File: config.mk
export PLATFORM = sky130hd
export DESIGN_NAME = aidan_mcnay_debounce
export DESIGN_NICKNAME = d
export VERILOG_FILES = /design/src/rtl/aidan_mcnay_debounce.sv
export SDC_FILE = /design/constraint.sdc
export NUM_CORES = 1
export LEC_CHECK = 0
export ABC_CLOCK_PERIOD_IN_PS = 2600
export CORE_ASPECT_RATIO = 0.9
export CORE_MARGIN = 1.5
export CORE_UTILIZATION = 53
export CTS_CLUSTER_SIZE = 20
export DETAILED_ROUTE_END_ITERATION = 10
export PLACE_DENSITY = 0.86
export SETUP_SLACK_MARGIN = 0.4
export SLEW_MARGIN = 20
export SYNTH_ARGS = -nofsm -noshare
export SYNTH_HDL_FRONTEND = slang
export SYNTH_SLANG_ARGS = --single-unit
File: constraint.sdc
create_clock -name clk -period 2.6 [get_ports clk]
set_input_delay 0.52 -clock clk [delete_from_list [all_inputs] [get_ports clk]]
set_output_delay 0.52 -clock clk [all_outputs]
set_load 0.03 [all_outputs]
File: src/rtl/aidan_mcnay_debounce.sv
// rtl/aidan_mcnay_debounce.sv - synchronizer plus hold-time debounce FSM for a raw button line
// Optional rejected-glitch counter: define AIDAN_MCNAY_DEBOUNCE_GLITCH_CNT_EN.
module aidan_mcnay_debounce #(
    parameter int SYNC_STAGES  = 2,
    parameter int CNT_WIDTH    = 16,
    parameter int HOLD_CYCLES  = 50000,
    parameter int GLITCH_WIDTH = 8
) (
    input  logic                    clk,
    input  logic                    rst_n,
    input  logic                    in_raw,
    output logic                    out_clean,
    output logic                    busy,
    output logic [GLITCH_WIDTH-1:0] glitch_count
);

    typedef enum logic [1:0] {
        STABLE_LO = 2'd0,
        WAIT_HI   = 2'd1,
        STABLE_HI = 2'd2,
        WAIT_LO   = 2'd3
    } state_t;

    localparam logic [CNT_WIDTH-1:0] HOLD_LAST = CNT_WIDTH'(HOLD_CYCLES - 1);

    logic [SYNC_STAGES-1:0] sync;
    logic                   s;
    state_t                 state, state_next;
    logic [CNT_WIDTH-1:0]   cnt, cnt_next;
    logic                   out_next;

    always_ff @(posedge clk or negedge rst_n) begin
        if (!rst_n) begin
            sync <= '0;
        end else begin
            sync <= {sync[SYNC_STAGES-2:0], in_raw};
        end
    end

    assign s = sync[SYNC_STAGES-1];

    always_ff @(posedge clk or negedge rst_n) begin
        if (!rst_n) begin
            state     <= STABLE_LO;
            cnt       <= '0;
            out_clean <= 1'b0;
        end else begin
            state     <= state_next;
            cnt       <= cnt_next;
            out_clean <= out_next;
        end
    end

    always_comb begin
        state_next = state;
        cnt_next   = '0;
        out_next   = out_clean;
        case (state)
            STABLE_LO: begin
                if (s) begin
                    state_next = WAIT_HI;
                    cnt_next   = CNT_WIDTH'(1);
                end
            end
            WAIT_HI: begin
                if (!s) begin
                    state_next = STABLE_LO;
                end else if (cnt == HOLD_LAST) begin
                    state_next = STABLE_HI;
                    out_next   = 1'b1;
                end else begin
                    cnt_next   = cnt + CNT_WIDTH'(1);
                end
            end
            STABLE_HI: begin
                if (!s) begin
                    state_next = WAIT_LO;
                    cnt_next   = CNT_WIDTH'(1);
                end
            end
            WAIT_LO: begin
                if (s) begin
                    state_next = STABLE_HI;
                end else if (cnt == HOLD_LAST) begin
                    state_next = STABLE_LO;
                    out_next   = 1'b0;
                end else begin
                    cnt_next   = cnt + CNT_WIDTH'(1);
                end
            end
            default: begin
                state_next = STABLE_LO;
                out_next   = 1'b0;
            end
        endcase
    end

    assign busy = (state == WAIT_HI) || (state == WAIT_LO);

`ifdef AIDAN_MCNAY_DEBOUNCE_GLITCH_CNT_EN
    // While waiting, s matching the stable level means the candidate was abandoned.
    logic glitch;
    assign glitch = busy && (s == out_clean);

    always_ff @(posedge clk or negedge rst_n) begin
        if (!rst_n) begin
            glitch_count <= '0;
        end else if (glitch && (glitch_count != {GLITCH_WIDTH{1'b1}})) begin
            glitch_count <= glitch_count + GLITCH_WIDTH'(1);
        end
    end
`else
    assign glitch_count = '0;
`endif

endmodule

Word level (Yosys, flattened, before mapping)
Index checks and enable logic that the tools add are counted.
{"block": "totals", "elab_cells": 40, "register_bits": 21, "in_bits": 3}
{"block": "op_classes", "add_sub_neg": 1, "muxes": 18, "eq_ne": 12, "reduce_logical": 5}
{"op": "16-bit one-hot mux with 4 select lines", "count": 1}
{"op": "16-bit 2-to-1 mux", "count": 3}
{"op": "16-bit by 1-bit adder with 16-bit output, second input constant", "count": 1}
{"op": "16-bit == test, second input constant", "count": 1}
{"op": "2-bit 2-to-1 mux", "count": 6}
{"op": "2-bit != test, second input constant", "count": 6}
{"op": "2-bit one-hot mux with 4 select lines", "count": 1}
{"op": "1-bit 2-to-1 mux", "count": 6}
{"op": "3-bit != test, second input constant", "count": 2}
{"op": "5-bit AND reduction", "count": 1}
{"op": "2-bit == test, second input constant", "count": 2}
{"op": "4-bit AND reduction", "count": 1}
{"op": "2-bit by 1-bit == test with 1-bit output, second input constant", "count": 1}
{"op": "2-bit logical NOT", "count": 1}
{"op": "1-bit one-hot mux with 2 select lines", "count": 1}
{"op": "2-bit nonzero test", "count": 1}
{"op": "1-bit logical OR", "count": 1}

Depth between registers and ports, before layout
Gate-level depths: netlist of the first run.
{"block": "logic_depth", "ltp_word": 4, "ltp_mapped": 6, "ltp_nobuf": 5}

Worst setup path before layout of the first run
No wires, ideal clock.
{"block": "synth_path", "kind": "register to register", "from": "reg cnt[11]", "to": "reg cnt[4]", "arrival_time_ns": 1.784, "period_less_slack_ns": 1.904, "path_buffers": 1, "slack_ns": 0.696, "path_stages_with_launch": 6, "path_cell_list": "dfrtp_1 or4b_1 or4_1 nand3_2 buf_6 nor2_1"}
{"block": "synth_between", "elab_chain_len": 4, "elab_cells_between_ends": 5, "cone_classes": "eq/ne (1); mux (4)"}
{"item": "from (decl)", "line": "29", "rtl": "logic [CNT_WIDTH-1:0] cnt, cnt_next;"}
{"item": "from (signal assigned)", "line": "49", "rtl": "cnt <= cnt_next;"}
{"item": "16-bit == test (*)", "line": "68, 84"}
{"item": "16-bit 2-to-1 mux (*)", "line": "68, 84"}
{"item": "16-bit 2-to-1 mux, on equally long branches", "line": "82, 66"}
{"item": "16-bit one-hot mux with 4 select lines (*)", "line": "58", "rtl": "case (state)"}
{"item": "via cnt_next[4]", "line": "29"}
The timed path passes the listed nets; every way through them passes the cells marked *.
A chain may end at the register's enable or synchronous reset.

Final worst setup path of the first run
{"block": "layout_path", "from": "reg cnt[11]", "to": "reg cnt[0]"}
The elaborated chain is that of the path after synthesis.

==> impl_metrics.env, run 1 <==
export IMPL_status="complete, no violations"
export IMPL_finalSetupTns_ns=0
export IMPL_path_class="reg2reg"
export IMPL_drtPass1Iterations=5
export IMPL_pre_cts_ws_ns=0.565
export IMPL_rsz0062_at_grt="no"
export IMPL_skew_ns=0.00127
export IMPL_ant_nets=0
export IMPL_syn_inst=107
export IMPL_cts_buffers=3
export IMPL_holdPathStages=0
export IMPL_synth_top_area_share_pct=49.3
export IMPL_worstSetupEndpointType="flip-flop"
export IMPL_synth_seq_area_share_pct=49.3
export IMPL_first_iter_violations=13
export IMPL_core_area_sq_um=1910
export IMPL_vias=727
export IMPL_ir_drop_mv=0.405
export IMPL_cts_tree="done"
export IMPL_worstPathRequired_ns=2.80
export IMPL_crit_buf_inv=0
export IMPL_cts_resized=0
export IMPL_synthTopCellsByCount="21 x dfrtp_1, 18 x nor2_1, 13 x xnor2_1, 8 x buf_4, 6 x inv_1"
export IMPL_grt_pass1_vias=661
export IMPL_io_buffer_count=4
export IMPL_leakage_uw=0.000446
export IMPL_cp_depth=4
export IMPL_async_flop_share_pct=100
export IMPL_via_per_inst=5.27
export IMPL_relSlewSlack_pct=66.8
export IMPL_final_hold_viol_count=0
export IMPL_grt_usage_pct=17.6
export IMPL_layout_nets=118
export IMPL_fin_total_pwr_uw=533
export IMPL_avgRoutedWirePerCell_um=12.7
export IMPL_worst_pin_slew_ns=0.497
export IMPL_avgSynthCellArea_sq_um=9.96
export IMPL_synth_area_sq_um=1070
export IMPL_yosysMostFrequentCell="dfrtp_1"
export IMPL_maxSlewViolCount=0
export IMPL_design_area_sq_um=1120
export IMPL_clock_sinks=21
export IMPL_yosys_warnings=0
export IMPL_cts_root_buf="clkbuf_4"
export IMPL_dieArea_sq_um=2290
export IMPL_crit_path_start_kind="flip-flop"
export IMPL_yosys_area_top_type="dfrtp_1"
export IMPL_setup_viol=0
export IMPL_crit_arrival_ns=2.25
export IMPL_clock_path_buffers=2
export IMPL_power_density_nw_per_um2=475
export IMPL_period_needed_ns=2.05
export IMPL_r2r_cells=4
export IMPL_cp_top_family="simple AND/OR/NAND/NOR gates"
export IMPL_antenna_cells=0
export IMPL_critical_path_max_stage_delay_ns=0.56
export IMPL_ys_ff_latch=21
export IMPL_cts_reportedPaths_clkPinSlew_ns=0.11
export IMPL_layout_drive_gt1_share_pct=6.19
export IMPL_drcViolationCount=0
export IMPL_finalCritPeriodShare_pct=78.9
export IMPL_slowest_stage="or4_1"
export IMPL_gp_congestion=0.739
export IMPL_drt_total_wl_um=1760
export IMPL_grt_pass1_wl_um=2890
export IMPL_h_tree_depth=1
export IMPL_hold_class="reg2reg"
export IMPL_hold_buffers=0
export IMPL_grt_max_degree=16
export IMPL_antenna_found_initial=0
export IMPL_die_h_um=45.5
export IMPL_start_util_pct=55.7
export IMPL_clk_latency_ns=0.31
export IMPL_timing_final_ws_setup_ns=0.548
export IMPL_fmaxAchievable_mhz=487
export IMPL_cts_setup_buffers=0
export IMPL_place_area_sq_um=1100
export IMPL_synth_area_leaders="dfrtp_1 49%, xnor2_1 11%, nor2_1 6.3%"
export IMPL_drv_cap=0
export IMPL_grt_ovfl_total=0
export IMPL_ys_flop_type="dfrtp_1"
export IMPL_areaGrowthSynthToFinish_pct=5.28
export IMPL_io_pins=13
export IMPL_die_w_um=50.3
export IMPL_cp_max_fo=15
export IMPL_synth_cell_types=26
export IMPL_synth_edff_count=0
export IMPL_crit_chain="or4b_1 > or4_1 > nand3_2 > o22ai_1"
export IMPL_dpl_hpwl_um=1310
export IMPL_fp_row_count=15
## power breakdown
group          internal [uW]  leakage (uW)  switching, uW  total [uW]
clock                   60.0     0.0000150           95.9         156
combinational           9.43      0.000147           31.0        40.5
sequential               331      0.000284           5.52         337
## layout by cell type, fill, tap and decap left out, types with 4 or more instances in the layout
| cell | netlist | layout |
|---|---|---|
| clkdlybuf4s50_1 | 0 | 4 |
| nor4_1 | 4 | 4 |
| dfrtp_1 | 21 | 21 |
| nand3_1 | 5 | 5 |
| xnor2_1 | 13 | 13 |
| nor2_1 | 18 | 18 |
| nand2_1 | 5 | 5 |
| nor3_1 | 5 | 5 |
| nand4_1 | 4 | 4 |
| inv_1 | 6 | 6 |
| conb_1 | 1 | 8 |
## final cells by class
type	count	area [sq um]
fillers	161	792
inverters	6	22.5
repair buffers	5	47.5
flip-flops and latches	21	526
well taps	25	31.3
multi-input cells	77	469
clock buffers	4	26.3
## stage by stage
step | hold slack [ns] | util, % | instances
global placement | 0.337 | 57.3 | 134
detailed placement | 0.338 | 57.3 | 134
finish | 0.362 | 58.6 | 138
CTS | 0.365 | 58.6 | 138
floorplan | 0.224 | - | 114
global route | 0.379 | 58.6 | 138
## layer usage
metal  routed length, um  GRT usage [%]  vias up
met5                   0              0        -
met4                  43           11.7        0
met3                  53           1.97        5
met2                 864           29.2       17
met1                 795           22.1      347
li1                    -              -      358
## path summary, 6_finish.rpt
check                             startpoint           endpoint  slack, ns
min in group asynchronous              rst_n          async pin       0.53
setup / recovery           cnt[11]$_DFF_PN0_   cnt[0]$_DFF_PN0_       0.55
hold reg to reg            sync[0]$_DFF_PN0_  sync[1]$_DFF_PN0_       0.36
max in group asynchronous              rst_n  cnt[13]$_DFF_PN0_       1.54
setup reg to reg           cnt[11]$_DFF_PN0_   cnt[0]$_DFF_PN0_       0.55
hold / removal             sync[0]$_DFF_PN0_  sync[1]$_DFF_PN0_       0.36
## sequential cells by signal, summed over array words and instances, names as in the netlist, named ones only
signal / count
cnt: 16
sync: 2
out_clean: 1
state: 1
## cell families (layout without fill, tap and decap cells)
logic type,Yosys count,after routing,share of synthesized area (%)
AO/OA/AOI/OAI,4,4,3.29
XOR/XNOR,15,15,12.3
adder cells (fa/ha/maj),1,1,1.17
buffers and inverters,16,15,9.15
flip-flops,21,21,49.3
multiplexers,1,1,0.939
other,1,8,0.352
AND/OR/NAND/NOR,48,48,23.5
No activity file was read; power rests on OpenSTA's default activity.
==> inputs of run 2 (changes only) <==
Settings changed: ABC_CLOCK_PERIOD_IN_PS 2600 to 1800, CORE_UTILIZATION 53 to 48, PLACE_DENSITY 0.86 to 0.82.
Clock period 2.6 ns to 1.8 ns, I/O delays scaled along.
==> run 2 against run 1 <==
Compared with the run above:
- the run now ends with setup timing left
- sequential power up 45%
- non-clock buffer count up 10
- die area rose by 9.8%
- total power grew 47%
- sequential share of layout area down 4.0 points
- routed wire length rose by 7.8%
- clock power rose by 46%
- worst hold slack gained 0.0033 ns
- via count rose by 9.5%
- combinational power increased by 67%
- setup slack lost 0.63 ns
==> impl_metrics.env, run 2 (synthesized netlist as in run 1, its figures left out) <==
export IMPL_dieArea_sq_um=2510
export IMPL_grt_pass1_vias=728
export IMPL_drt_total_wl_um=1890
export IMPL_clock_sinks=21
export IMPL_regArea_sq_um=527
export IMPL_status="finished, violations left"
export IMPL_start_util_pct=53.1
export IMPL_multi_input_area_sq_um=497
export IMPL_first_iter_violations=9
export IMPL_antenna_found_initial=0
export IMPL_worstSetupEndpointType="flip-flop"
export IMPL_fillers=153
export IMPL_rr_startpoint="cnt[10]$_DFF_PN0_"
export IMPL_avgRoutedWirePerCell_um=12.8
export IMPL_cts_reportedPaths_clkPinSlew_ns=0.11
export IMPL_ant_nets=0
export IMPL_skew_ns=0.00641
export IMPL_path_class="reg2reg"
export IMPL_die_w_um=52.7
export IMPL_grt_ovfl_total=0
export IMPL_clock_path_buffers=2
export IMPL_reg2reg_slack_ns=-0.09
export IMPL_power_density_nw_per_um2=637
export IMPL_maxSlewViolCount=0
export IMPL_grt_pass1_wl_um=3160
export IMPL_dpl_hpwl_um=1410
export IMPL_failed_checks="setup timing"
export IMPL_areaGrowthSynthToFinish_pct=15.3
export IMPL_setup_viol=15
export IMPL_max_flop_register="cnt"
export IMPL_crit_path_start_kind="flip-flop"
export IMPL_final_hold_viol_count=0
export IMPL_final_cell_mix="20 x dfrtp_1, 18 x nor2_1, 13 x xnor2_1"
export IMPL_clk_latency_ns=0.31
export IMPL_cp_max_fo=14
export IMPL_cts_tree="done"
export IMPL_die_h_um=47.7
export IMPL_fmaxAchievable_mhz=530
export IMPL_fp_row_count=15
export IMPL_worstPathRequired_ns=2.00
export IMPL_h_tree_depth=1
export IMPL_gp_congestion=0.829
export IMPL_reg2reg_to="cnt[12]$_DFF_PN0_"
export IMPL_layout_nets=128
export IMPL_cts_root_buf="clkbuf_4"
export IMPL_ir_drop_mv=0.684
export IMPL_timing_final_ws_setup_ns=-0.0855
export IMPL_antenna_cells=0
export IMPL_r2r_cells=5
export IMPL_period_needed_ns=1.89
export IMPL_drcViolationCount=0
export IMPL_rsz0062_at_grt="yes"
export IMPL_grt_usage_pct=18.3
export IMPL_grt_max_degree=22
export IMPL_finalSetupTns_ns=-1.07
export IMPL_final_core_util_pct=61.2
export IMPL_finalCritPeriodShare_pct=105
export IMPL_largest_registers="cnt: 16 flops, sync: 2 flops"
export IMPL_io_pins=13
export IMPL_largest_register_ffs=16
export IMPL_via_per_inst=5.38
export IMPL_drtPass1Iterations=4
export IMPL_leakage_uw=0.000513
export IMPL_hold_class="in2async"
export IMPL_holdWs_ns=0.365
export IMPL_layout_drive_gt1_share_pct=20.3
export IMPL_cts_buffers=3
export IMPL_drv_cap=0
export IMPL_io_buffer_count=4
export IMPL_fin_total_pwr_uw=783
export IMPL_final_common_cell="dfrtp_1"
export IMPL_hold_buffers=0
export IMPL_vias=796
export IMPL_core_area_sq_um=2010
export IMPL_crit_arrival_ns=2.09
run 2: cell types whose count changed in the layout (fill, tap and decap cells not counted), moves of 2 or more:
cell             delta
buf_4               +9
or4b_4              +2
or4b_1              -2
buf_2               +2
clkdlybuf4s50_1     -2
run 2: worst max path at each step:
stage / from / end / slack [ns] / depth (start not counted)
after CTS: cnt[13]$_DFF_PN0_ / cnt[12]$_DFF_PN0_ / -0.08 / 5
final: cnt[10]$_DFF_PN0_ / cnt[12]$_DFF_PN0_ / -0.09 / 5
after global placement: cnt[10]$_DFF_PN0_ / cnt[7]$_DFF_PN0_ / -0.07 / 5
after floorplan: cnt[10]$_DFF_PN0_ / cnt[4]$_DFF_PN0_ / -0.06 / 5
after detailed placement: cnt[10]$_DFF_PN0_ / cnt[12]$_DFF_PN0_ / -0.09 / 5
after global routing: cnt[10]$_DFF_PN0_ / cnt[12]$_DFF_PN0_ / -0.15 / 5
run 2: routing by layer:
| metal | wire [um] | track usage (%) | vias to the layer above |
|---|---|---|---|
| li1 | - | - | 381 |
| met1 | 846 | 21.6 | 395 |
| met2 | 950 | 31.5 | 15 |
| met3 | 51 | 3.75 | 5 |
| met4 | 44 | 11.3 | 0 |
| met5 | 0 | 0 | - |
run 2: repair_timing:
item / 4_1_cts / 5_1_grt
pin swaps: 3 / 2
buffers inserted: 0 / 1
gates resized for setup: 12 / 4
endpoints found under the setup margin: 20 / 19
run 2: report_power, final:
group / switching, uW / internal [uW]
combinational: 47.5 / 20.3
clock: 141 / 86.8
sequential: 8.77 / 479
total: 197 / 586
run 2: through the flow:
stage | cell area [sq um] | worst slack (ns) | std cells
finish | 1230 | -0.0855 | 148
global route | 1230 | -0.153 | 148
CTS | 1220 | -0.0769 | 147
detailed placement | 1180 | -0.0894 | 143
global placement | 1180 | -0.0723 | 143
floorplan | 1090 | -0.0621 | 114
run 2: final cells by class:
type                            count  share of cell area (%)
Sequential cell                    21                    42.9
Multi-Input combinational cell     77                    40.4
Timing Repair Buffer               15                    10.2
Tap cell                           25                    2.55
Clock buffer                        4                    2.14
Inverter                            6                    1.83
run 2: worst max-delay path: stages (launching register included):
cell and delay, ns:
dfrtp_1 0.40, or4b_4 0.54, or4_4 0.56, nand3_4 0.09
buf_12 0.14, nor2_1 0.05
